<file path="src/rtl/alu_pkg.sv">
// Shared types for the accumulator datapath: ALU op codes and sequence tracker states.
package alu_pkg;

    typedef enum logic [2:0] {
        OP_ADD  = 3'b000,
        OP_SUB  = 3'b001,
        OP_AND  = 3'b010,
        OP_OR   = 3'b011,
        OP_XOR  = 3'b100,
        OP_NOT  = 3'b101,
        OP_PASS = 3'b110,
        OP_CLR  = 3'b111
    } alu_op_t;

    typedef enum logic [1:0] {
        S_IDLE = 2'b00,
        S_OP   = 2'b01,
        S_A    = 2'b10
    } seq_state_t;

endpackage

</file>
<file path="src/rtl/alu_core.sv">
// Combinational ALU: res = c op a, with carry/borrow and signed overflow for ADD/SUB.
module alu_core
    import alu_pkg::*;
#(
    parameter int WIDTH = 4
) (
    input  alu_op_t          op,
    input  logic [WIDTH-1:0] c,
    input  logic [WIDTH-1:0] a,
    output logic [WIDTH-1:0] res,
    output logic             carry,
    output logic             ovf
);

    logic [WIDTH:0] sum;
    logic [WIDTH:0] diff;

    // Result and flag selection; the extra MSB of sum/diff gives carry-out and borrow.
    always_comb begin
        sum   = {1'b0, c} + {1'b0, a};
        diff  = {1'b0, c} - {1'b0, a};
        res   = '0;
        carry = 1'b0;
        ovf   = 1'b0;
        case (op)
            OP_ADD: begin
                res   = sum[WIDTH-1:0];
                carry = sum[WIDTH];
                ovf   = (c[WIDTH-1] == a[WIDTH-1]) && (sum[WIDTH-1] != c[WIDTH-1]);
            end
            OP_SUB: begin
                res   = diff[WIDTH-1:0];
                carry = diff[WIDTH];
                ovf   = (c[WIDTH-1] != a[WIDTH-1]) && (diff[WIDTH-1] != c[WIDTH-1]);
            end
            OP_AND:  res = c & a;
            OP_OR:   res = c | a;
            OP_XOR:  res = c ^ a;
            OP_NOT:  res = ~a;
            OP_PASS: res = a;
            OP_CLR:  res = '0;
            default: res = '0;
        endcase
    end

endmodule

</file>
<file path="src/rtl/alu_datapath.sv">
// Accumulator datapath loaded by a 3-phase controller (enALU -> enA -> enC),
// with an enable-order tracker that pulses done and raises a sticky seq_err.
//
//   state  | meaning
//   S_IDLE | no sequence in progress (after reset, a completed store, or an error)
//   S_OP   | op code latched, waiting for enA
//   S_A    | operand latched, waiting for enC
module alu_datapath
    import alu_pkg::*;
#(
    parameter int WIDTH = 4
) (
    input  logic             CLKb,
    input  logic             RST,
    input  logic             enALU,
    input  logic             enA,
    input  logic             enC,
    input  logic [2:0]       op_in,
    input  logic [WIDTH-1:0] data_in,
    output logic [WIDTH-1:0] result,
    output logic             carry,
    output logic             zero,
    output logic             ovf,
    output logic             done,
    output logic             seq_err
);

    alu_op_t          op_q;
    logic [WIDTH-1:0] a_q;
    logic [WIDTH-1:0] alu_res;
    logic             alu_carry;
    logic             alu_ovf;
    seq_state_t       state_q;
    seq_state_t       state_d;
    logic             done_d;
    logic             err_d;
    logic             multi_en;

    alu_core #(.WIDTH(WIDTH)) u_alu_core (
        .op    (op_q),
        .c     (result),
        .a     (a_q),
        .res   (alu_res),
        .carry (alu_carry),
        .ovf   (alu_ovf)
    );

    assign multi_en = (enALU & enA) | (enALU & enC) | (enA & enC);

    // Next tracker state: in-order steps advance, anything else drops to idle with an error.
    always_comb begin
        state_d = state_q;
        done_d  = 1'b0;
        err_d   = 1'b0;
        if (multi_en) begin
            state_d = S_IDLE;
            err_d   = 1'b1;
        end else if (enALU) begin
            state_d = S_OP;
        end else if (enA) begin
            if (state_q == S_OP) begin
                state_d = S_A;
            end else begin
                state_d = S_IDLE;
                err_d   = 1'b1;
            end
        end else if (enC) begin
            state_d = S_IDLE;
            if (state_q == S_A) begin
                done_d = 1'b1;
            end else begin
                err_d = 1'b1;
            end
        end
    end

    // Registers, flags and tracker; loads happen even on out-of-order enables.
    always_ff @(posedge CLKb) begin
        if (RST) begin
            op_q    <= OP_ADD;
            a_q     <= '0;
            result  <= '0;
            carry   <= 1'b0;
            zero    <= 1'b0;
            ovf     <= 1'b0;
            done    <= 1'b0;
            seq_err <= 1'b0;
            state_q <= S_IDLE;
        end else begin
            if (enALU) begin
                op_q <= alu_op_t'(op_in);
            end
            if (enA) begin
                a_q <= data_in;
            end
            if (enC) begin
                result <= alu_res;
                carry  <= alu_carry;
                ovf    <= alu_ovf;
                zero   <= (alu_res == '0);
            end
            done    <= done_d;
            seq_err <= seq_err | err_d;
            state_q <= state_d;
        end
    end

endmodule

</file>
<file path="config.mk">
export PLATFORM = sky130hd
export DESIGN_NAME = alu_datapath
export DESIGN_NICKNAME = d
export VERILOG_FILES = /design/src/rtl/alu_pkg.sv /design/src/rtl/alu_core.sv /design/src/rtl/alu_datapath.sv
export SDC_FILE = /design/constraint.sdc
export NUM_CORES = 1
export LEC_CHECK = 0
export ABC_CLOCK_PERIOD_IN_PS = 2840
export CORE_ASPECT_RATIO = 2
export CORE_UTILIZATION = 45
export DETAILED_ROUTE_END_ITERATION = 8
export GPL_TIMING_DRIVEN = 1
export PLACE_DENSITY = 0.69
export SLEW_MARGIN = 20
export SYNTH_ARGS = -nofsm -noshare
export SYNTH_HDL_FRONTEND = slang
export SYNTH_SLANG_ARGS = --single-unit
</file>
<file path="constraint.sdc">
create_clock -name CLKb -period 2.84 [get_ports CLKb]
set_input_delay 0.568 -clock CLKb [delete_from_list [all_inputs] [get_ports CLKb]]
set_output_delay 0.568 -clock CLKb [all_outputs]
set_load 0.005 [all_outputs]
</file>
==> impl_metrics.ini, run 1 <==
[floorplan]
dieArea_mm2 = 0.00326
io_pins = 21
initial_core_util_pct = 48.5
core_area_mm2 = 0.00280
rows = 27
die_y_um = 79.8
die_w_um = 40.9

[setup_path]
cp-endpoint = zero$_SDFFE_PP0P_
r2r_cells = 8
cp_max_fo = 6
critPathRequiredTime_ns = 2.99
endpoint_kind = flip-flop
worstSetupPathType = flip-flop to flip-flop
r2r_start = a_q[0]$_SDFFE_PP0P_
startpoint = a_q[0]$_SDFFE_PP0P_
regToRegSetupSlack_ns = 0.64
reg2reg_to = zero$_SDFFE_PP0P_
arrival_ns = 2.35
startpoint_type = flip-flop

[logic_synthesis]
synth_seq_cells = 18
postSynthAreaPerCell_um2 = 8.62
yosys_warnings = 0
synth_area_mm2 = 0.00136
ys_seq_area_share_pct = 26.5
yosys_most_used_dff = dfxtp_1
synth_fp_nets = 184
async_flop_share_pct = 0
ys_types = 46
synth_enable_flop_cells = 0
syn_inst = 158

[sta]
tightest_slew_ns = 0.669
finalCritPeriodShare_pct = 77.5
hold_viol_final = 0
rsz0062_at_grt = false
max_freq_ghz = 0.454
clock_skew_ns = 0.00292
setup_viol = 0
finalSetupTns_ns = 0
report.final.slew_viol_count = 0
min_period_ns = 2.20
slew-limit-headroom_pct = 55.3

[placed_design]
dpl.hpwl_um = 2500
dpl-instance-area_mm2 = 0.00154
place.port_buffers = 20
dp_cells = 198
gp_congestion = 0.848

[layout]
drive_gt1_share_pct = 11.0
nets = 200
fin_util_pct = 56.8
final_common_cell = nor2_1
post-route-cell-area_mm2 = 0.00159
fillers = 261
num_antenna_cells = 0
syn2layout_area_growth_pct = 17.1
layout_common_cells = nor2_1, clkdlybuf4s50_1, dfxtp_1
fin_cells = 202

[min_path]
min_path_type = flip-flop to flip-flop
min-delay-start = seq_err$_SDFF_PP0_

[cts]
cts_max_path_buffers = 2
cts_resized = 0
cts_buffers = 3
htreeDepth = 1
cts_root_buffer = clkbuf_8
cts.hold.buffers_added = 0
path_clk_slew_ns = 0.07
cts_setup_buffers = 0
insertion_delay_ns = 0.25
cts.sinks = 18
cts_tree = yes

[power]
powerDensity_mw_per_mm2 = 450
leakage_nw = 0.617
ir_worst_vdd_uv = 310
p_clk_share_pct = 28.9
p_comb_share_pct = 29.7
power_mw = 0.717
seqPwrFrac_pct = 41.4
p_switching_mw = 0.220
p_int_mw = 0.497
switching_share_pct = 30.7

[global_route]
grt_pass1_vias = 1174
grt_pass1_wl_um = 5290
grt_usage_pct = 22.9
grt_antenna_before_repair = 0
grt_max_degree = 21
overflow = 0

[routing]
wl_per_cell_um = 15.8
drc_errors = 0
dr.first_iter.drc_count = 26
vias = 1202
drt-total-wl_um = 3190
first_pass_iters = 4
antenna_left = 0
vias_per_cell = 5.95

[outcome]
status = finished, final reports clean

[run]
drv_cap = 0
## area by class of cell
type	instances	area (µm²)	area share [%]
Inverter	15	56.3	3.53
Tap cell	29	36.3	2.28
Sequential cell	18	360	22.6
Clock buffer	4	55.1	3.45
Timing Repair Buffer	22	215	13.5
Multi-Input combinational cell	114	871	54.6
## logic make-up after synthesis
family,Yosys count,synth area share [%]
AOI/OAI and AO/OA,41,24.6
xor gates and xnor gates,3,1.93
DFF,18,26.5
and+or+nand+nor,48,17.6
buffers and inverters,26,9.56
muxes,8,5.88
adders and majority gates,14,14.0
## power by group through the flow
stage	Sequential [mW]	Combinational [mW]	Clock, mW
3_3_place_gp	0.301	0.209	0
6_report	0.297	0.213	0.207
3_5_place_dp	0.302	0.212	0
5_1_grt	0.300	0.236	0.224
4_1_cts	0.296	0.214	0.213
2_1_floorplan	0.289	0.162	0
## synth_stat cells (2+ instances only)
master | number | area (µm²)
nor2_1 | 23 | 86.3
dfxtp_1 | 18 | 360
ha_1 | 12 | 150
inv_1 | 12 | 45.0
a21oi_1 | 9 | 45.0
mux2i_1 | 8 | 80.1
a211oi_1 | 6 | 45.0
nand2_1 | 5 | 18.8
buf_6 | 4 | 45.0
clkbuf_1 | 4 | 15.0
nor2b_1 | 4 | 25.0
inv_2 | 3 | 11.3
nand3b_1 | 3 | 22.5
or2_2 | 3 | 18.8
a2111oi_2 | 2 | 30.0
buf_2 | 2 | 10.0
fa_1 | 2 | 40.0
nand2b_1 | 2 | 12.5
nor3_1 | 2 | 10.0
nor4_1 | 2 | 12.5
o21a_1 | 2 | 15.0
o21ai_0 | 2 | 10.0
o21bai_1 | 2 | 15.0
o31ai_1 | 2 | 15.0
o32ai_1 | 2 | 17.5
xnor2_1 | 2 | 17.5
## per-layer routing
layer	wire [µm]	vias up	track usage (%)
met5	0	-	0
met4	116	0	11.3
met3	60	11	2.51
met2	1780	30	38.6
met1	1230	578	25.8
li1	-	583	-
## critical path, stage by stage, from the launching register on
cell,delay (ns)
dfxtp_1,0.42
ha_1,0.21
inv_1,0.06
fa_1,0.48
nor2_1,0.04
a2111oi_1,0.37
a211oi_1,0.11
o2111a_1,0.18
a22o_1,0.22
## through the flow
step | setup WS (ns) | hold WS, ns
floorplan | 0.826 | 0.442
CTS | 0.625 | 0.464
global route | 0.468 | 0.486
global placement | 0.630 | 0.436
detailed placement | 0.630 | 0.452
finish | 0.639 | 0.457
## sequential cells by signal, summed over array words and instances, names as in the netlist
register	cells
a_q	4
carry	1
done	1
op_q	3
ovf	1
result	4
seq_err	1
state_q	2
zero	1
## worst min path at each step
stage	to	slack (ns)	depth (start not counted)
after floorplan	seq_err$_SDFF_PP0_	0.44	2
after global placement	seq_err$_SDFF_PP0_	0.44	2
after detailed placement	seq_err$_SDFF_PP0_	0.45	2
after CTS	ovf$_SDFFE_PP0P_	0.46	2
after global routing	ovf$_SDFFE_PP0P_	0.49	2
final	seq_err$_SDFF_PP0_	0.46	2
Power figures use the tool's default switching activity.
==> run 2, diff against run 1 <==
--- a/config.mk
+++ b/config.mk
@@ -5,12 +5,12 @@
 export SDC_FILE = /design/constraint.sdc
 export NUM_CORES = 1
 export LEC_CHECK = 0
-export ABC_CLOCK_PERIOD_IN_PS = 2840
+export ABC_CLOCK_PERIOD_IN_PS = 1900
 export CORE_ASPECT_RATIO = 2
 export CORE_UTILIZATION = 45
 export DETAILED_ROUTE_END_ITERATION = 8
 export GPL_TIMING_DRIVEN = 1
-export PLACE_DENSITY = 0.69
+export PLACE_DENSITY = 0.71
 export SLEW_MARGIN = 20
 export SYNTH_ARGS = -nofsm -noshare
 export SYNTH_HDL_FRONTEND = slang
==> constraint.sdc (replaced) <==
create_clock -name CLKb -period 1.9 [get_ports CLKb]
set_input_delay 0.38 -clock CLKb [delete_from_list [all_inputs] [get_ports CLKb]]
set_output_delay 0.38 -clock CLKb [all_outputs]
set_load 0.005 [all_outputs]
==> run 2 against run 1 <==
Net effect:
- the run now ends with setup timing left
- largest power group unchanged
- combinational power rose by 94%
- non-clock buffer count rose by 20
- sequential cell count did not move
- clock skew is 0.0022 ns higher
- total power rose by 61%
==> impl_metrics.ini, run 2 (synthesis results as in run 1) <==
[cts]
cts_root_buffer = clkbuf_8
cts.sinks = 18
cts_tree = yes
cts.hold.buffers_added = 0
cts_max_path_buffers = 2
path_clk_slew_ns = 0.07
cts_setup_buffers = 0
cts_buffers = 3
insertion_delay_ns = 0.25
htreeDepth = 1

[floorplan]
die_w_um = 40.9
io_pins = 21
dieArea_mm2 = 0.00326
rows = 27
core_area_mm2 = 0.00280
die_y_um = 79.8
initial_core_util_pct = 48.5

[global_route]
overflow = 0
grt_max_degree = 16
grt_pass1_vias = 1333
grt_antenna_before_repair = 0
grt_pass1_wl_um = 5880
grt_usage_pct = 25.5

[run]
drv_cap = 0

[setup_path]
cp_max_fo = 3
r2r_cells = 9
arrival_ns = 2.12
endpoint_kind = flip-flop
startpoint_type = flip-flop
reg2reg_to = zero$_SDFFE_PP0P_
critPathRequiredTime_ns = 2.05
worstSetupPathType = flip-flop to flip-flop
r2r_start = result[0]$_SDFFE_PP0P_
regToRegSetupSlack_ns = -0.07

[placed_design]
dpl.hpwl_um = 2780
place.port_buffers = 20
dpl-instance-area_mm2 = 0.00171
gp_congestion = 0.950
dp_cells = 218

[sta]
setup_viol = 2
hold_slack_ns = 0.452
layout_setup_ws_ns = -0.0732
slew-limit-headroom_pct = 66.2
min_period_ns = 1.97
hold_viol_final = 0
finalSetupTns_ns = -0.111
tightest_slew_ns = 0.507
clock_skew_ns = 0.00515
max_freq_ghz = 0.507
rsz0062_at_grt = true
finalCritPeriodShare_pct = 104
report.final.slew_viol_count = 0

[min_path]
worstHoldPathCells = 2
min-delay-start = seq_err$_SDFF_PP0_
holdPathEnd = seq_err$_SDFF_PP0_
min_path_type = flip-flop to flip-flop

[power]
power_mw = 1.16
ir_worst_vdd_uv = 652
leakage_nw = 0.722
powerDensity_mw_per_mm2 = 637

[layout]
num_antenna_cells = 0
fin_cells = 222
final_common_cell = nor2_1
nets = 220
post-route-cell-area_mm2 = 0.00181
drive_gt1_share_pct = 28.0
syn2layout_area_growth_pct = 33.3
largestRegisters = a_q (4), result (4), op_q (3)
layout_common_cells = nor2_1, buf_4, clkdlybuf4s50_1

[routing]
dr.first_iter.drc_count = 29
first_pass_iters = 4
vias = 1270
drc_errors = 0
vias_per_cell = 5.72
drt-total-wl_um = 3510
antenna_left = 0
wl_per_cell_um = 15.8

[outcome]
status = finished with violations
violations = setup timing
run 2: cell count changes in the layout (fill, tap and decap cells not counted), moves of 2 or more:
cell,before,now
buf_4,2,22
a211oi_1,6,3
a211oi_2,1,4
dfxtp_1,18,15
ha_1,12,9
dfxtp_2,0,2
ha_2,0,2
inv_1,12,10
inv_2,3,5
run 2: cell type report:
type	count	area (µm²)
fillers	241	990
multi-input cells	114	935
flip-flops and latches	18	367
repair buffers	42	365
inverters	15	56.3
clock buffers	4	55.1
well taps	29	36.3
run 2: timing repair:
item / 4_1_cts / 5_1_grt
resized for setup: 1 / 7
pin swaps: 2 / 4
endpoints found under the setup margin: 3 / 6
cloned: 0 / 0
run 2: per-stage QoR:
stage,setup WS (ns),util [%]
2_1_floorplan,-0.000118,-
3_3_place_gp,-0.0357,61.1
3_5_place_dp,-0.101,61.1
4_1_cts,-0.0920,63.2
5_1_grt,-0.143,64.7
6_report,-0.0732,64.7
run 2: worst max-delay path, cell delays in order, from the launching register on:
cell and delay (ns):
dfxtp_2 0.34, inv_2 0.07, ha_4 0.13, inv_2 0.03
fa_2 0.35, xor2_1 0.16, a211oi_2 0.26, a211oi_2 0.08
o2111a_1 0.26, a22o_1 0.20
run 2: power by group:
group	switching (mW)	internal (mW)	total (mW)
registers	0.0261	0.401	0.427
clock network	0.131	0.184	0.315
logic	0.206	0.207	0.413
total	0.363	0.792	1.16
run 2: per-layer routing:
metal  vias up  routed length [µm]  GRT usage (%)
met1       609                1350           28.9
met2        34                1980           43.9
met3         9                 101           3.62
met4         0                  82           9.67
li1        618                   -              -
met5         -                   0              0
run 2: how the worst max path moves through the flow:
stage / from / end / slack (ns) / cells after the start
final: result[0]$_SDFFE_PP0P_ / zero$_SDFFE_PP0P_ / -0.07 / 9
after floorplan: result[0]$_SDFFE_PP0P_ / zero$_SDFFE_PP0P_ / -0.0001 / 9
after CTS: result[0]$_SDFFE_PP0P_ / zero$_SDFFE_PP0P_ / -0.09 / 9
after global placement: result[0]$_SDFFE_PP0P_ / zero$_SDFFE_PP0P_ / -0.04 / 9
after global routing: result[0]$_SDFFE_PP0P_ / zero$_SDFFE_PP0P_ / -0.14 / 9
after detailed placement: result[0]$_SDFFE_PP0P_ / zero$_SDFFE_PP0P_ / -0.10 / 9
==> run 3, diff against run 2 <==
--- a/config.mk
+++ b/config.mk
@@ -6,11 +6,11 @@
 export NUM_CORES = 1
 export LEC_CHECK = 0
 export ABC_CLOCK_PERIOD_IN_PS = 1900
-export CORE_ASPECT_RATIO = 2
-export CORE_UTILIZATION = 45
+export CORE_ASPECT_RATIO = 1.25
+export CORE_UTILIZATION = 40
+export CTS_CLUSTER_DIAMETER = 100
 export DETAILED_ROUTE_END_ITERATION = 8
 export GPL_TIMING_DRIVEN = 1
-export PLACE_DENSITY = 0.71
 export SLEW_MARGIN = 20
 export SYNTH_ARGS = -nofsm -noshare
 export SYNTH_HDL_FRONTEND = slang
==> run 3 against run 2 <==
Net effect:
- the run still ends with setup timing left
- setup slack better by 0.021 ns
- clock power is 1% higher
- routed wire length increased by 0.80%
- final cell count is 5.0% higher
- clock skew shrank 0.0037 ns
- largest power group is now combinational logic
==> impl_metrics.ini, run 3 (synthesis results as in run 1) <==
[sta]
tightest_slew_ns = 0.470
max_freq_ghz = 0.512
layout_setup_ws_ns = -0.0519
finalSetupTns_ns = -0.0519
setup_viol = 1
rsz0062_at_grt = true
clock_skew_ns = 0.00143
slew-limit-headroom_pct = 68.6
report.final.slew_viol_count = 0
min_period_ns = 1.95
hold_viol_final = 0
finalCritPeriodShare_pct = 103

[floorplan]
die_y_um = 67.2
core_area_mm2 = 0.00322
io_pins = 21
dieArea_mm2 = 0.00364
initial_core_util_pct = 42.2
rows = 23
die_w_um = 54.2

[layout]
syn2layout_area_growth_pct = 38.6
fillers = 297
drive_gt1_share_pct = 33.2
nets = 223
fin_cells = 233
final_common_cell = buf_4
layout_common_cells = buf_4, nor2_1, clkdlybuf4s50_1
fin_util_pct = 58.5
num_antenna_cells = 0
largestRegisters = a_q (4), result (4), op_q (3)

[setup_path]
crit_chain = inv_2, ha_4, inv_2, fa_2, xor2_1, a211oi_2, a211oi_2, o2111a_1, a22o_1
critPathSlowestCell = fa_2
regToRegSetupSlack_ns = -0.05
endpoint_kind = flip-flop
r2r_cells = 9
reg2reg_to = zero$_SDFFE_PP0P_
cp_max_fo = 3
worstSetupPathType = flip-flop to flip-flop
crit_path_max_incr_delay_ns = 0.35
critPathRequiredTime_ns = 2.05
r2r_start = result[0]$_SDFFE_PP0P_
startpoint_type = flip-flop
arrival_ns = 2.10

[routing]
first_pass_iters = 4
antenna_left = 0
vias_per_cell = 5.34
drc_errors = 0
dr.first_iter.drc_count = 46
wl_per_cell_um = 15.2
drt-total-wl_um = 3540
vias = 1244

[power]
leakage_nw = 0.744
powerDensity_mw_per_mm2 = 626
ir_worst_vdd_uv = 560

[run]
drv_cap = 0

[global_route]
top_usage_layer = met2
grt_pass1_vias = 1180
overflow = 0
grt_antenna_before_repair = 0
grt_use_met1_pct = 28.2
grt_max_degree = 18
grt_usage_pct = 21.4
grt_pass1_wl_um = 5600
grtUsageMet3_pct = 2.70
grt.met2_usage_pct = 35.7

[cts]
cts_tree = yes
cts.sinks = 18
cts_root_buffer = clkbuf_8
path_clk_slew_ns = 0.07
cts_max_path_buffers = 2
htreeDepth = 1
insertion_delay_ns = 0.25
cts_buffers = 3

[placed_design]
gp_congestion = 0.836
dp_cells = 228
place.port_buffers = 20
dpl.hpwl_um = 2660

[outcome]
status = finished with violations
violations = setup timing

[min_path]
holdPathEnd = carry$_SDFFE_PP0P_
min_path_type = flip-flop to flip-flop
worstHoldPathCells = 2
min-delay-start = carry$_SDFFE_PP0P_
==> run 3: changes by cell type in the layout (fill, tap and decap cells not counted), sizes merged <==
cell	before	now
buf	22	25
==> run 3: layout make-up <==
cell class / count / area [µm²] / share of cell area [%]
inverters: 15 / 56.3 / 2.98
repair buffers: 45 / 388 / 20.6
well taps: 37 / 46.3 / 2.45
multi-input cells: 114 / 972 / 51.5
flip-flops and latches: 18 / 369 / 19.6
clock buffers: 4 / 55.1 / 2.92
==> run 3: timing repair <==
action                     4_1_cts  5_1_grt
cloned                           0        0
setup endpoints to repair        3        5
pin swaps                        1        3
setup buffers                    0        1
resized for setup                6       11
hold buffers                     0        0
==> run 3: how the worst max path moves through the flow <==
stage | to | from | cells past startpoint
after floorplan | zero$_SDFFE_PP0P_ | result[0]$_SDFFE_PP0P_ | 9
after global placement | zero$_SDFFE_PP0P_ | result[0]$_SDFFE_PP0P_ | 9
after detailed placement | zero$_SDFFE_PP0P_ | result[0]$_SDFFE_PP0P_ | 9
after CTS | zero$_SDFFE_PP0P_ | result[0]$_SDFFE_PP0P_ | 9
after global routing | zero$_SDFFE_PP0P_ | result[0]$_SDFFE_PP0P_ | 9
final | zero$_SDFFE_PP0P_ | result[0]$_SDFFE_PP0P_ | 9
==> run 3: layer usage <==
metal | up-vias | share of wire, %
met5 | - | 0
met4 | 0 | 0.65
met3 | 2 | 2.9
met2 | 27 | 52
met1 | 582 | 44
li1 | 633 | -
==> run 3: report_power, final <==
| group | internal, mW | total, mW | switching, mW |
|---|---|---|---|
| sequential | 0.402 | 0.429 | 0.0276 |
| combinational | 0.225 | 0.434 | 0.209 |
| clock | 0.184 | 0.319 | 0.135 |
| total | 0.811 | 1.18 | 0.371 |
==> run 3: per-stage QoR <==
step	power, mW	area (µm²)	setup WS [ns]	hold WS, ns
finish	1.18	1890	-0.0519	0.460
global route	1.25	1890	-0.102	0.501
CTS	1.15	1820	-0.0368	0.462
detailed placement	0.819	1740	-0.0786	0.449
global placement	0.811	1740	-0.0510	0.435
floorplan	0.677	1390	-0.000118	0.442
==> run 3: worst max-delay path: cells and delay by family, from the launching register on <==
family	cells	cell delay (ns)
xor+xnor	1	0.16
buf+inv	2	0.10
compound gates	4	0.78
fa+ha+maj	2	0.48
flops	1	0.34
